==> src/rtl/ray_pkg.sv <==
// Shared types for the ray/AABB stepper: result status, axis encoding and FSM states.
package ray_pkg;

  typedef enum logic [1:0] {
    EXIT    = 2'd0,
    OOB     = 2'd1,
    TIMEOUT = 2'd2,
    INVALID = 2'd3
  } status_t;

  typedef logic [1:0] axis_t;
  localparam axis_t AXIS_NONE = 2'd3;

  // Default-width three-axis bundle for neighbouring stages that do not re-parametrise.
  localparam int unsigned VEC3_W = 16;
  typedef logic [2:0][VEC3_W-1:0] vec3_t;

  typedef enum logic [1:0] {
    IDLE = 2'd0,
    STEP = 2'd1,
    RESP = 2'd2
  } state_t;

endpackage

==> src/rtl/ray_axis_eval.sv <==
// One axis of a stepper iteration: rounded proposal, box/face tests, clamp and halved step.
module ray_axis_eval #(
  parameter int unsigned WIDTH = 16,
  parameter int unsigned SCALE = 0
) (
  input  logic signed [WIDTH+SCALE+2:0] acc_i,
  input  logic signed [WIDTH+SCALE+1:0] step_i,
  input  logic        [WIDTH-1:0]       l_i,
  input  logic        [WIDTH-1:0]       u_i,
  output logic signed [WIDTH+SCALE+2:0] p_o,
  output logic                          in_o,
  output logic                          on_o,
  output logic                          upper_o,
  output logic                          oor_o,
  output logic        [WIDTH-1:0]       clamp_o,
  output logic signed [WIDTH+SCALE+1:0] step_half_o
);
  localparam int unsigned SW = WIDTH + SCALE + 2;
  localparam int unsigned EW = WIDTH + SCALE + 3;

  logic signed [SW-1:0] rounded;
  logic signed [EW-1:0] lo;
  logic signed [EW-1:0] hi;
  logic                 above_max;

  always_comb begin
    // step carries one fractional bit; positive halves round up, negative ones floor
    rounded = step_i >>> 1;
    if (!step_i[SW-1] && step_i[0]) begin
      rounded = rounded + SW'(1);
    end
    p_o = acc_i + {{(EW-SW){rounded[SW-1]}}, rounded};

    lo = {{(EW-WIDTH){1'b0}}, l_i} - EW'(1);
    hi = {{(EW-WIDTH){1'b0}}, u_i} + EW'(1);

    in_o    = (p_o >= lo) && (p_o <= hi);
    on_o    = (p_o == lo) || (p_o == hi);
    upper_o = (p_o == hi);

    above_max = |p_o[EW-2:WIDTH];
    oor_o     = p_o[EW-1] || above_max;
    if (p_o[EW-1]) begin
      clamp_o = '0;
    end else if (above_max) begin
      clamp_o = '1;
    end else begin
      clamp_o = p_o[WIDTH-1:0];
    end

    step_half_o = step_i >>> 1;
  end

endmodule

==> src/rtl/ray_aabb_stepper.sv <==
// Handshaked ray stepper: halving search for the first integer position one unit outside an AABB.
module ray_aabb_stepper
  import ray_pkg::*;
#(
  parameter int unsigned WIDTH    = 16,
  parameter int unsigned SCALE    = 0,
  parameter int unsigned MAX_ITER = 64,
  parameter int unsigned ITER_W   = $clog2(MAX_ITER + 1)
) (
  input  logic                 clock,
  input  logic                 reset,
  input  logic                 in_valid,
  output logic                 in_ready,
  input  logic [3*WIDTH-1:0]   q,
  input  logic [3*WIDTH-1:0]   v,
  input  logic [3*WIDTH-1:0]   l,
  input  logic [3*WIDTH-1:0]   u,
  output logic                 out_valid,
  input  logic                 out_ready,
  output logic [3*WIDTH-1:0]   qp,
  output logic [1:0]           status,
  output logic [1:0]           exit_axis,
  output logic                 exit_upper,
  output logic [ITER_W-1:0]    iters
);
  localparam int unsigned SW = WIDTH + SCALE + 2;
  localparam int unsigned EW = WIDTH + SCALE + 3;

  state_t               state_q, state_d;
  logic                 first_q, first_d;
  logic [ITER_W-1:0]    iter_q, iter_d, iter_inc;
  logic [WIDTH-1:0]     l_q [3];
  logic [WIDTH-1:0]     l_d [3];
  logic [WIDTH-1:0]     u_q [3];
  logic [WIDTH-1:0]     u_d [3];
  logic signed [EW-1:0] acc_q [3];
  logic signed [EW-1:0] acc_d [3];
  logic signed [EW-1:0] p [3];
  logic signed [SW-1:0] step_q [3];
  logic signed [SW-1:0] step_d [3];
  logic signed [SW-1:0] step_half [3];
  logic [WIDTH-1:0]     clamp [3];
  logic [2:0]           in_box, on_face, face_upper, oor;

  logic [3*WIDTH-1:0]   qp_q, qp_d;
  status_t              status_q, status_d;
  axis_t                axis_q, axis_d;
  logic                 upper_q, upper_d;
  logic [ITER_W-1:0]    iters_q, iters_d;

  logic                 invalid_start, step_hold, hit_found;

  for (genvar g = 0; g < 3; g++) begin : g_axis
    ray_axis_eval #(
      .WIDTH (WIDTH),
      .SCALE (SCALE)
    ) u_axis (
      .acc_i       (acc_q[g]),
      .step_i      (step_q[g]),
      .l_i         (l_q[g]),
      .u_i         (u_q[g]),
      .p_o         (p[g]),
      .in_o        (in_box[g]),
      .on_o        (on_face[g]),
      .upper_o     (face_upper[g]),
      .oor_o       (oor[g]),
      .clamp_o     (clamp[g]),
      .step_half_o (step_half[g])
    );
  end

  always_comb begin
    state_d  = state_q;
    first_d  = first_q;
    iter_d   = iter_q;
    l_d      = l_q;
    u_d      = u_q;
    acc_d    = acc_q;
    step_d   = step_q;
    qp_d     = qp_q;
    status_d = status_q;
    axis_d   = axis_q;
    upper_d  = upper_q;
    iters_d  = iters_q;

    iter_inc = iter_q + ITER_W'(1);

    // acc still holds the latched start point during the first STEP cycle
    invalid_start = 1'b0;
    step_hold     = 1'b1;
    for (int unsigned i = 0; i < 3; i++) begin
      if (acc_q[i][WIDTH-1:0] < l_q[i] || acc_q[i][WIDTH-1:0] > u_q[i]) begin
        invalid_start = 1'b1;
      end
      if (step_half[i] != '0) begin
        step_hold = 1'b0;
      end
    end

    unique case (state_q)
      IDLE: begin
        if (in_valid) begin
          state_d = STEP;
          first_d = 1'b1;
          iter_d  = '0;
          for (int unsigned i = 0; i < 3; i++) begin
            l_d[i]    = l[i*WIDTH +: WIDTH];
            u_d[i]    = u[i*WIDTH +: WIDTH];
            acc_d[i]  = {{(EW-WIDTH){1'b0}}, q[i*WIDTH +: WIDTH]};
            step_d[i] = {{(SW-WIDTH){v[i*WIDTH+WIDTH-1]}}, v[i*WIDTH +: WIDTH]} << (SCALE + 1);
          end
        end
      end

      STEP: begin
        first_d = 1'b0;
        if (first_q && invalid_start) begin
          state_d  = RESP;
          status_d = INVALID;
          axis_d   = AXIS_NONE;
          upper_d  = 1'b0;
          iters_d  = '0;
          for (int unsigned i = 0; i < 3; i++) begin
            qp_d[i*WIDTH +: WIDTH] = acc_q[i][WIDTH-1:0];
          end
        end else begin
          iter_d = iter_inc;
          if (&in_box) begin
            acc_d = p;
          end
          if (!step_hold) begin
            step_d = step_half;
          end
          if (|on_face) begin
            state_d   = RESP;
            status_d  = (|oor) ? OOB : EXIT;
            iters_d   = iter_inc;
            hit_found = 1'b0;
            for (int unsigned i = 0; i < 3; i++) begin
              qp_d[i*WIDTH +: WIDTH] = clamp[i];
              if (on_face[i] && !hit_found) begin
                hit_found = 1'b1;
                axis_d    = axis_t'(i);
                upper_d   = face_upper[i];
              end
            end
          end else if (iter_inc == ITER_W'(MAX_ITER)) begin
            state_d  = RESP;
            status_d = TIMEOUT;
            axis_d   = AXIS_NONE;
            upper_d  = 1'b0;
            iters_d  = iter_inc;
            for (int unsigned i = 0; i < 3; i++) begin
              qp_d[i*WIDTH +: WIDTH] = acc_d[i][WIDTH-1:0];
            end
          end
        end
      end

      RESP: begin
        if (out_ready) begin
          state_d = IDLE;
        end
      end

      default: state_d = IDLE;
    endcase
  end

  always_ff @(posedge clock) begin
    if (reset) begin
      state_q  <= IDLE;
      first_q  <= 1'b0;
      iter_q   <= '0;
      qp_q     <= '0;
      status_q <= EXIT;
      axis_q   <= AXIS_NONE;
      upper_q  <= 1'b0;
      iters_q  <= '0;
      for (int unsigned i = 0; i < 3; i++) begin
        l_q[i]    <= '0;
        u_q[i]    <= '0;
        acc_q[i]  <= '0;
        step_q[i] <= '0;
      end
    end else begin
      state_q  <= state_d;
      first_q  <= first_d;
      iter_q   <= iter_d;
      qp_q     <= qp_d;
      status_q <= status_d;
      axis_q   <= axis_d;
      upper_q  <= upper_d;
      iters_q  <= iters_d;
      l_q      <= l_d;
      u_q      <= u_d;
      acc_q    <= acc_d;
      step_q   <= step_d;
    end
  end

  assign in_ready   = (state_q == IDLE);
  assign out_valid  = (state_q == RESP);
  assign qp         = qp_q;
  assign status     = status_q;
  assign exit_axis  = axis_q;
  assign exit_upper = upper_q;
  assign iters      = iters_q;

endmodule
==> config.mk <==
export PLATFORM = sky130hd
export DESIGN_NAME = ray_aabb_stepper
export DESIGN_NICKNAME = d
export VERILOG_FILES = /design/src/rtl/ray_pkg.sv /design/src/rtl/ray_axis_eval.sv /design/src/rtl/ray_aabb_stepper.sv
export SDC_FILE = /design/constraint.sdc
export NUM_CORES = 1
export LEC_CHECK = 0
export CAP_MARGIN = 5
export CELL_PAD_IN_SITES_DETAIL_PLACEMENT = 0
export CELL_PAD_IN_SITES_GLOBAL_PLACEMENT = 2
export CORE_ASPECT_RATIO = 0.9
export CORE_MARGIN = 2
export CORE_UTILIZATION = 33
export DETAILED_ROUTE_END_ITERATION = 6
export HOLD_SLACK_MARGIN = 0.1
export PLACE_DENSITY = 0.82
export RECOVER_POWER = 100
export SLEW_MARGIN = 5
export SYNTH_ARGS = -nofsm -noshare
export SYNTH_HDL_FRONTEND = slang
export SYNTH_SLANG_ARGS = --single-unit
export TNS_END_PERCENT = 10
==> constraint.sdc <==
create_clock -name clock -period 7.1 [get_ports clock]
set_clock_uncertainty 0.2 [all_clocks]
set_input_delay 1.42 -clock clock [delete_from_list [all_inputs] [get_ports clock]]
set_output_delay 1.42 -clock clock [all_outputs]
set_load 0.01 [all_outputs]
* Word-level counts from Yosys, hierarchy flattened
Index checks and enable logic that the tools add are counted.
** Operators by class
- Add/subtract/negate cells :: 13
- Order comparisons :: 12
- Equal/unequal tests :: 16
- Muxes and demuxes :: 63
- Bitwise gates (word level) :: 1
- Reduce and logical (&&, ||, !) cells :: 44
** Operator list (count)
- $mux 57 :: 3
- $mux 48 :: 3
- $eq 19x19->1 :: 6
- $pmux 57 s2 :: 1
- $pmux 54 s2 :: 1
- $mux 53 :: 2
- $mux 16 :: 6
- $add 19x19->19 :: 3
- $ge 19x19->1 :: 3
- $le 19x19->1 :: 3
- $add 17x2->18 const B :: 3
- $mux 18 :: 3
- $mux 54 :: 1
- $reduce_bool 18->1 :: 3
- $add 16x1->17 const B :: 3
- $sub 16x1->17 const B :: 3
- $gt 16x16->1 :: 3
- $lt 16x16->1 :: 3
- $mux 7 :: 5
- $mux 2 :: 13
- $mux 1 :: 22
- $reduce_and 3->1 :: 5
- $pmux 7 s2 :: 1
- $logic_and 1x1->1 :: 9
- other kinds (20) :: 41
** Word-level totals
- Register bits after elaboration :: 277
- Bits of input ports :: 196
- Output and inout port bits :: 62

* Longest topological paths before layout
Gate-level depths: netlist of the first run.
- Depth in word-level cells :: 21
- Mapped depth :: 30

* Cells and area by module
From an unflattened synthesis of the first run, not the netlist that was laid out.
** Unflattened totals
- Cells, all modules :: 3063
- Area total of the unflattened synthesis :: 23174.7 um2
** Modules (own cells, without submodules)
- ray_aabb_stepper :: instances 1, cells an instance 1859, area an instance 14413.8 um2
- ray_axis_eval (g_axis[0].u_axis ...) :: instances 2, cells an instance 403, area an instance 2914.0 um2
- ray_axis_eval (g_axis[2].u_axis) :: instances 1, cells an instance 398, area an instance 2932.8 um2

* Worst setup path after synthesis of the first run
OpenSTA, ideal clock, no wires.
- Kind :: register to register
- Start point :: reg step_q[3] (netlist name)
- End point :: reg qp_q[1] (netlist: qp[1])
- Setup time :: 91 ps
- Data arrival time :: 6073 ps
- Required time :: 6809 ps
- Setup slack :: 736 ps
- Stages on the path, launching flop included :: 28
- Period minus slack after synthesis :: 6364 ps
- Cell sequence :: dfxtp_1 > clkbuf_1 > and4_1 > and3_1 > clkbuf_1 > nand3_1 > xnor2_1 > ha_1 > and4_1 > o21a_1 > a221oi_1 > nor2b_1 > o21a_1 > nor2_1 > xnor2_1 > ha_1 > a21o_1 > a21o_1 > a2111oi_0 > o21bai_1 > o21ai_0 > a21oi_1 > or4_1 > nor4_4 > buf_4 > mux2i_1 > nand2_1 > a311oi_1
** Between the ends
- Cells in the longest elaborated chain, start to end :: 10
- Elaborated cells between the ends (all ways) :: 17
- Classes of those cells :: add/sub: 2; order compare: 2; eq/ne: 2; mux: 5; reduce/logical: 6
** Ends and longest elaborated chain
- start, declared :: RTL line ray_aabb_stepper.sv:39 : logic signed [SW-1:0] step_q [3];
- start signal, assigned :: RTL line ray_aabb_stepper.sv:198 : step_q <= step_d;
- $add 17x2->18 :: RTL line ray_axis_eval.sv:30 : rounded = rounded + SW'(1);
- $mux 18 (*) :: RTL line ray_axis_eval.sv:29 : if (!step_i[SW-1] && step_i[0]) begin
- $add 19x19->19 (*) :: RTL line ray_axis_eval.sv:32 : p_o = acc_i + {{(EW-SW){rounded[SW-1]}}, rounded};
- $ge 19x19->1 or $le 19x19->1 (tied branches) :: RTL line ray_axis_eval.sv:37 : in_o = (p_o >= lo) && (p_o <= hi);
- $logic_and 1x1->1 :: RTL line ray_axis_eval.sv:37
- $reduce_and 3->1 :: RTL line ray_aabb_stepper.sv:128 : if (&in_box) begin
- $mux 57 :: RTL line ray_aabb_stepper.sv:128
- $mux 48 :: RTL line ray_aabb_stepper.sv:147 : end else if (iter_inc == ITER_W'(MAX_ITER)) begin
- $mux 48 :: RTL line ray_aabb_stepper.sv:134 : if (|on_face) begin
- $mux 48 :: RTL line ray_aabb_stepper.sv:117 : if (first_q && invalid_start) begin
- end signal, assigned :: RTL line ray_aabb_stepper.sv:190 : qp_q <= qp_d;
- end, declared :: RTL line ray_aabb_stepper.sv:45 : logic [3*WIDTH-1:0] qp_q, qp_d;
Mark *: on every way between the ends. The rest lies on a longest branch, timed or not. The select of a mux whose other input is x is not followed.
A chain may end at the register's enable or synchronous reset.

* Final worst setup path of the first run
- Start point :: reg step_q[4] (netlist name)
- End point :: reg qp_q[16] (netlist: qp[16])
The elaborated chain is that of the path after synthesis.

==> results of run 1 <==
## routing by layer
layer	vias up	track usage [%]
li1	11200	-
met4	0	7.91
met3	132	4.57
met5	-	0
met1	11300	38.2
met2	938	40.3
## sequential cells by signal (all words and copies together), names as in the netlist
signal and flops:
acc_q 57, exit_axis 2, exit_upper 1, first_q 1, iter_q 7, iters 7
l_q 48, qp 48, state_q 2, status 2, step_q 54, u_q 48
## layout make-up
cell class                      count  area (µm²)
Clock buffer                       48        1040
Clock inverter                     16         253
Tap cell                          874        1090
Sequential cell                   277        5550
Fill cell                        6871       39400
Timing Repair Buffer              362        3460
Inverter                          142         533
Multi-Input combinational cell   2419       15800
## critical path: cells and delay by family, from the launching register on
kind | cells | cell delay, ns
AOI/OAI and AO/OA | 10 | 2.17
muxes | 1 | 0.23
xor gates and xnor gates | 2 | 0.36
buffers and inverters | 2 | 0.42
and+or+nand+nor | 9 | 2.21
adders and majority gates | 2 | 0.66
DFF | 1 | 0.48
## per-stage QoR
step / std cells / total power [mW] / TNS, ns / hold WS (ns) / worst slack [ns]
finish: 4138 / 7.05 / 0 / 0.265 / 0.239
global route: 4138 / 7.45 / -0.0618 / 0.284 / -0.0320
CTS: 4136 / 7.03 / 0 / 0.261 / 0.0907
detailed placement: 4072 / 4.95 / 0 / 0.252 / 0.126
global placement: 4072 / 4.90 / 0 / 0.246 / 0.127
floorplan: 3000 / 3.75 / 0 / 0.233 / 0.736
## cell usage after synthesis (12+ instances only)
cell,count
sky130_fd_sc_hd__o221a_2,13
sky130_fd_sc_hd__dfxtp_1,277
sky130_fd_sc_hd__nor2_1,251
sky130_fd_sc_hd__and3_1,24
sky130_fd_sc_hd__o21bai_1,13
sky130_fd_sc_hd__a31oi_1,29
sky130_fd_sc_hd__inv_1,142
sky130_fd_sc_hd__nor2b_1,55
sky130_fd_sc_hd__xor2_1,30
sky130_fd_sc_hd__ha_1,258
sky130_fd_sc_hd__a311oi_1,77
sky130_fd_sc_hd__nand2_1,506
sky130_fd_sc_hd__o211ai_1,32
sky130_fd_sc_hd__nand3_1,81
sky130_fd_sc_hd__nand2b_1,31
sky130_fd_sc_hd__o21ai_0,125
sky130_fd_sc_hd__and4_1,12
sky130_fd_sc_hd__or3_1,33
sky130_fd_sc_hd__o21a_1,24
sky130_fd_sc_hd__a22oi_1,36
sky130_fd_sc_hd__a211oi_1,16
sky130_fd_sc_hd__a21o_1,51
sky130_fd_sc_hd__nor3_1,43
sky130_fd_sc_hd__a21oi_1,274
sky130_fd_sc_hd__clkbuf_1,145
sky130_fd_sc_hd__xnor2_1,149
sky130_fd_sc_hd__nor4_1,36
sky130_fd_sc_hd__nand4_1,53
## final timing paths
path,from,endpoint,slack [ns],cells after the start
worst max-delay path,step_q[4],qp[16],0.24,26
worst min-delay path,first_q,first_q,0.27,2
worst max register to register,step_q[4],qp[16],0.24,26
worst min register to register,first_q,first_q,0.27,2
## power by group
group | switching (mW) | leakage (nW) | total [mW] | internal [mW]
logic | 1.84 | 8.26 | 3.05 | 1.21
registers | 0.244 | 2.27 | 1.94 | 1.70
clock network | 0.810 | 0.625 | 2.06 | 1.25
total | 2.89 | 11.2 | 7.05 | 4.16
## cell families (layout without fill, tap and decap cells)
family                     Yosys count  count (layout)
AOI/OAI and AO/OA                  790             790
xor gates and xnor gates           183             183
adders and majority gates          262             262
buffers and inverters              304             568
DFF                                277             277
muxes                               10              10
and+or+nand+nor                   1174            1174
==> metrics.txt, run 1 <==
status=complete, but fails checks; failing checks=capacitance limit, slew limit; max-slew headroom at the worst pin=-139%; maximum number of pins on one net before global-route repair=100; leading cell type in the layout, fill and taps excluded=sky130_fd_sc_hd__nand2_1; site row count=90; effective utilization at floorplan=33.4%; detailed-route vias per instance=5.70; total power per unit cell area=254 mW/mm²; wire length on met3=7.49 mm; number of buffers inserted during clock tree synthesis=37; fraction of the mapped netlist area in compound gates=23.3%; Syn Area/Cell=7.47 µm²; register area share after synthesis=24.7%; post-synthesis mux area share=less than 1%; overflow left after global routing=0; area of all placed cells without fillers=0.0277 mm²; parity-gate share of the synthesized area counting xor and xnor cells=7.40%; combinational family with the most area after synthesis=simple AND/OR/NAND/NOR gates; FF+latch count, synth=roughly 280; Clk Latency, worst-skew pair=0.57 ns; gate count of the mapped netlist=3000; final hold violations=0; via total after detailed routing=between 20000 and 25000; max capacitance violation total=3; capturing element type of the critical path=flop; number of synthesized flops with an enable pin=0; Yosys warning count=0; routed metal-1 wire length=45.2 mm; clock sink total=277; antenna-violating nets left=0; Residual DRC=0; CP max FO=22; vias in the first global route=22500; portion of the clock cycle consumed by the worst path in the final layout=96.6%; buffers inserted by post-CTS timing repair=0; time the final worst path needs with I/O delays and setup=6.86 ns; weighted congestion at the end of routability-driven global placement=about 0.97; peak per-stage delay on the critical path=0.58 ns; die outline area=~0.07 mm²; standard cell core area=0.0671 mm²; peak supply drop=roughly 0.14 mV; DP HPWL=about 74 mm; wire length per cell after detailed routing=23.3 µm; Worst Path Arrival=between 7 and 8 ns; RSZ-0062 raised after global routing=true; synthesized-area fraction occupied by adder cells=roughly 15%; Area contributors post-synth=sky130_fd_sc_hd__dfxtp_1 25%, sky130_fd_sc_hd__ha_1 14%, sky130_fd_sc_hd__nand2_1 8.5%; max layer used=met4; first-pass GRT wire length=142 mm; clock-pin slew reported for the worst setup and hold paths after clock tree synthesis=about 0.060 ns; PortBufs=257; Detailed Routing Iterations Pass 1=6; Leak=11.2 nW; buffer cell driving the clock tree root=sky130_fd_sc_hd__clkbuf_16; slowest library cell on the worst path=sky130_fd_sc_hd__or4_4; # IOs=approximately 260; min-delay worst type=reg -> reg; vertical die dimension=251 µm; commonest cells after routing, fill and taps aside=506 x sky130_fd_sc_hd__nand2_1, 276 x sky130_fd_sc_hd__dfxtp_1, 273 x sky130_fd_sc_hd__a21oi_1; CTS hold repair buffers=0; Worst Tran Pin Value=between 3 and 4 ns; Die Width=about 280 µm; achievable frequency=0.146 GHz; Synth async-reset ratio=0%; GRT Util Overall=26.6%; number of diodes=0; critical path class=reg -> reg; detailed route wirelength on metal2=40.9 mm; post-synthesis simple-gate area fraction=24.2%; number of buffers on the longest clock path=3; final max-slew violation count=159; initial antenna violation count=2; number of distinct library cells after synthesis=between 80 and 90; post-CTS resize count=0; fraction of layout instances using a drive strength above 1=6.99%; final core utilization=approximately two fifths; # nets final=~3700; net count after synthesis=~3500; post-synth top area share=24.7%; Post-synth top flop=sky130_fd_sc_hd__dfxtp_1; layout overhead on the synthesized area=23.7%; final WL=96.5 mm; Worst EP required=approximately 7.4 ns; kind of start point of the critical path=flop; CTS tree=built; area after detailed placement=around 0.026 mm²; Yosys top cell by area=sky130_fd_sc_hd__dfxtp_1; total of endpoints with negative setup slack in the final report=0; synthesized area=0.0224 mm²; Initial DRC Count=2038; htree depth=2
(Power assumes the default switching activity.)
==> run 2: changes to the inputs <==
- SKIP_CTS_REPAIR_TIMING: not set -> 1
==> results of run 2 <==
Final layout, timing and power as in run 1 (identical DEF).
==> run 3: changes to the inputs <==
- RECOVER_POWER: 100 -> 25
==> metrics.txt, run 3 (synthesis results as in run 1) <==
status=complete, but fails checks; failing checks=capacitance limit, slew limit; # nets final=about 3700; Worst EP required=7.36 ns; wire length per cell after detailed routing=23.3 µm; achievable frequency=0.148 GHz; # IOs=258; Top reg by flops=acc_q; routed metal-1 wire length=45.0 mm; Residual DRC=0; Worst Path Arrival=7.02 ns; first-pass GRT wire length=142 mm; maximum number of pins on one net before global-route repair=100; depth of the worst register-to-register path=25; layout overhead on the synthesized area=23.9%; slowest library cell on the worst path=sky130_fd_sc_hd__or4_4; final worst hold slack=0.267 ns; max-slew headroom at the worst pin=-73.4%; fill cell instance count of the final layout=6869; antenna-violating nets left=0; final total negative setup slack=0 ns; DP HPWL=73.8 mm; standard cell core area=about 0.067 mm²; htree depth=2; commonest cells after routing, fill and taps aside=505 x sky130_fd_sc_hd__nand2_1, 276 x sky130_fd_sc_hd__dfxtp_1, 273 x sky130_fd_sc_hd__a21oi_1; total power per unit cell area=254 mW/mm²; RSZ-0062 raised after global routing=true; vias in the first global route=22500; area of all placed cells without fillers=0.0278 mm²; CTS tree=built; fraction of layout instances using a drive strength above 1=7.11%; largest registers in the final layout=acc_q x57, step_q x54; PortBufs=257; via total after detailed routing=between 20000 and 25000; detailed-route vias per instance=5.71; wire length on met3=7.78 mm; setup slack at placement=0.126 ns; final hold violations=0; clock sink total=277; R2R Setup Slk=0.34 ns; detailed route wirelength on metal2=40.7 mm; number of buffers inserted during clock tree synthesis=37; max capacitance violation total=1; buffer cell driving the clock tree root=sky130_fd_sc_hd__clkbuf_16; kind of start point of the critical path=flop; GRT Util Overall=26.6%; area after detailed placement=approximately 0.026 mm²; number of buffers on the longest clock path=3; total of endpoints with negative setup slack in the final report=0; final WL=96.5 mm; effective utilization at floorplan=33.4%; Detailed Routing Iterations Pass 1=6; time the final worst path needs with I/O delays and setup=between 6 and 7 ns; overflow left after global routing=0; peak per-stage delay on the critical path=about 0.57 ns; clock-pin slew reported for the worst setup and hold paths after clock tree synthesis=approximately 0.060 ns; peak supply drop=0.139 mV; initial antenna violation count=0; Worst Setup EP=qp[14]; Critical R2R Capture=qp[14]; min-delay worst type=reg -> reg; Initial DRC Count=2125; Critical Path Source=step_q[4]; site row count=90; max layer used=met4; worst reg2reg path startpoint=step_q[4]; Leak=roughly 11 nW; max reg flops=57; Clk Latency, worst-skew pair=0.57 ns; capturing element type of the critical path=flop; Worst Slack Setup Final=between 0.3 and 0.4 ns; Final Power=7.05 mW; Worst Tran Pin Value=2.60 ns; weighted congestion at the end of routability-driven global placement=0.968; critical path class=reg -> reg; final max-slew violation count=47; portion of the clock cycle consumed by the worst path in the final layout=95.2%; vertical die dimension=251 µm; die outline area=0.0700 mm²; CP max FO=31; Die Width=279 µm; leading cell type in the layout, fill and taps excluded=sky130_fd_sc_hd__nand2_1
## run 3: metal layers
metal  up-vias  GRT usage (%)
li1      11200              -
met1     11300           38.2
met2       935           40.3
met3       144           4.57
met4         0           7.91
met5         -              0
## run 3: final cells by class
type	instances	area [µm²]	area share, %
flip-flops and latches	277	5550	20.0
inverters	142	533	1.92
clock buffers	48	1040	3.74
repair buffers	362	3480	12.5
clock inverters	16	253	0.910
multi-input cells	2419	15800	57.0
diodes	1	2.50	0.00901
well taps	874	1090	3.94
## run 3: worst min-delay path by stage
stage | slack, ns | end | startpoint | depth (start not counted)
4_1_cts | 0.26 | first_q | first_q | 2
6_report | 0.27 | first_q | first_q | 2
3_3_place_gp | 0.25 | first_q | first_q | 2
5_1_grt | 0.28 | first_q | first_q | 2
3_5_place_dp | 0.25 | first_q | first_q | 2
2_1_floorplan | 0.23 | acc_q[17] | acc_q[17] | 1
## run 3: stage by stage
step | utilization, % | std cells
2_1_floorplan | - | 3000
3_3_place_gp | 39.3 | 4072
3_5_place_dp | 39.3 | 4072
4_1_cts | 41.2 | 4136
5_1_grt | 41.4 | 4138
6_report | 41.4 | 4139
## run 3: power breakdown
| part | internal [mW] | leakage [nW] | total (mW) | switching (mW) |
|---|---|---|---|---|
| Combinational | 1.22 | 8.23 | 3.05 | 1.84 |
| Clock | 1.25 | 0.625 | 2.06 | 0.811 |
| Sequential | 1.70 | 2.27 | 1.94 | 0.244 |
| Total | 4.16 | 11.1 | 7.05 | 2.89 |
## run 3: worst max-delay path, delay by kind of cell (launching register included)
kind / cells / cell delay, ns
compound gates: 11 / 2.24
xor+xnor: 2 / 0.36
fa+ha+maj: 2 / 0.65
buf+inv: 2 / 0.56
flops: 1 / 0.47
simple gates: 8 / 2.13
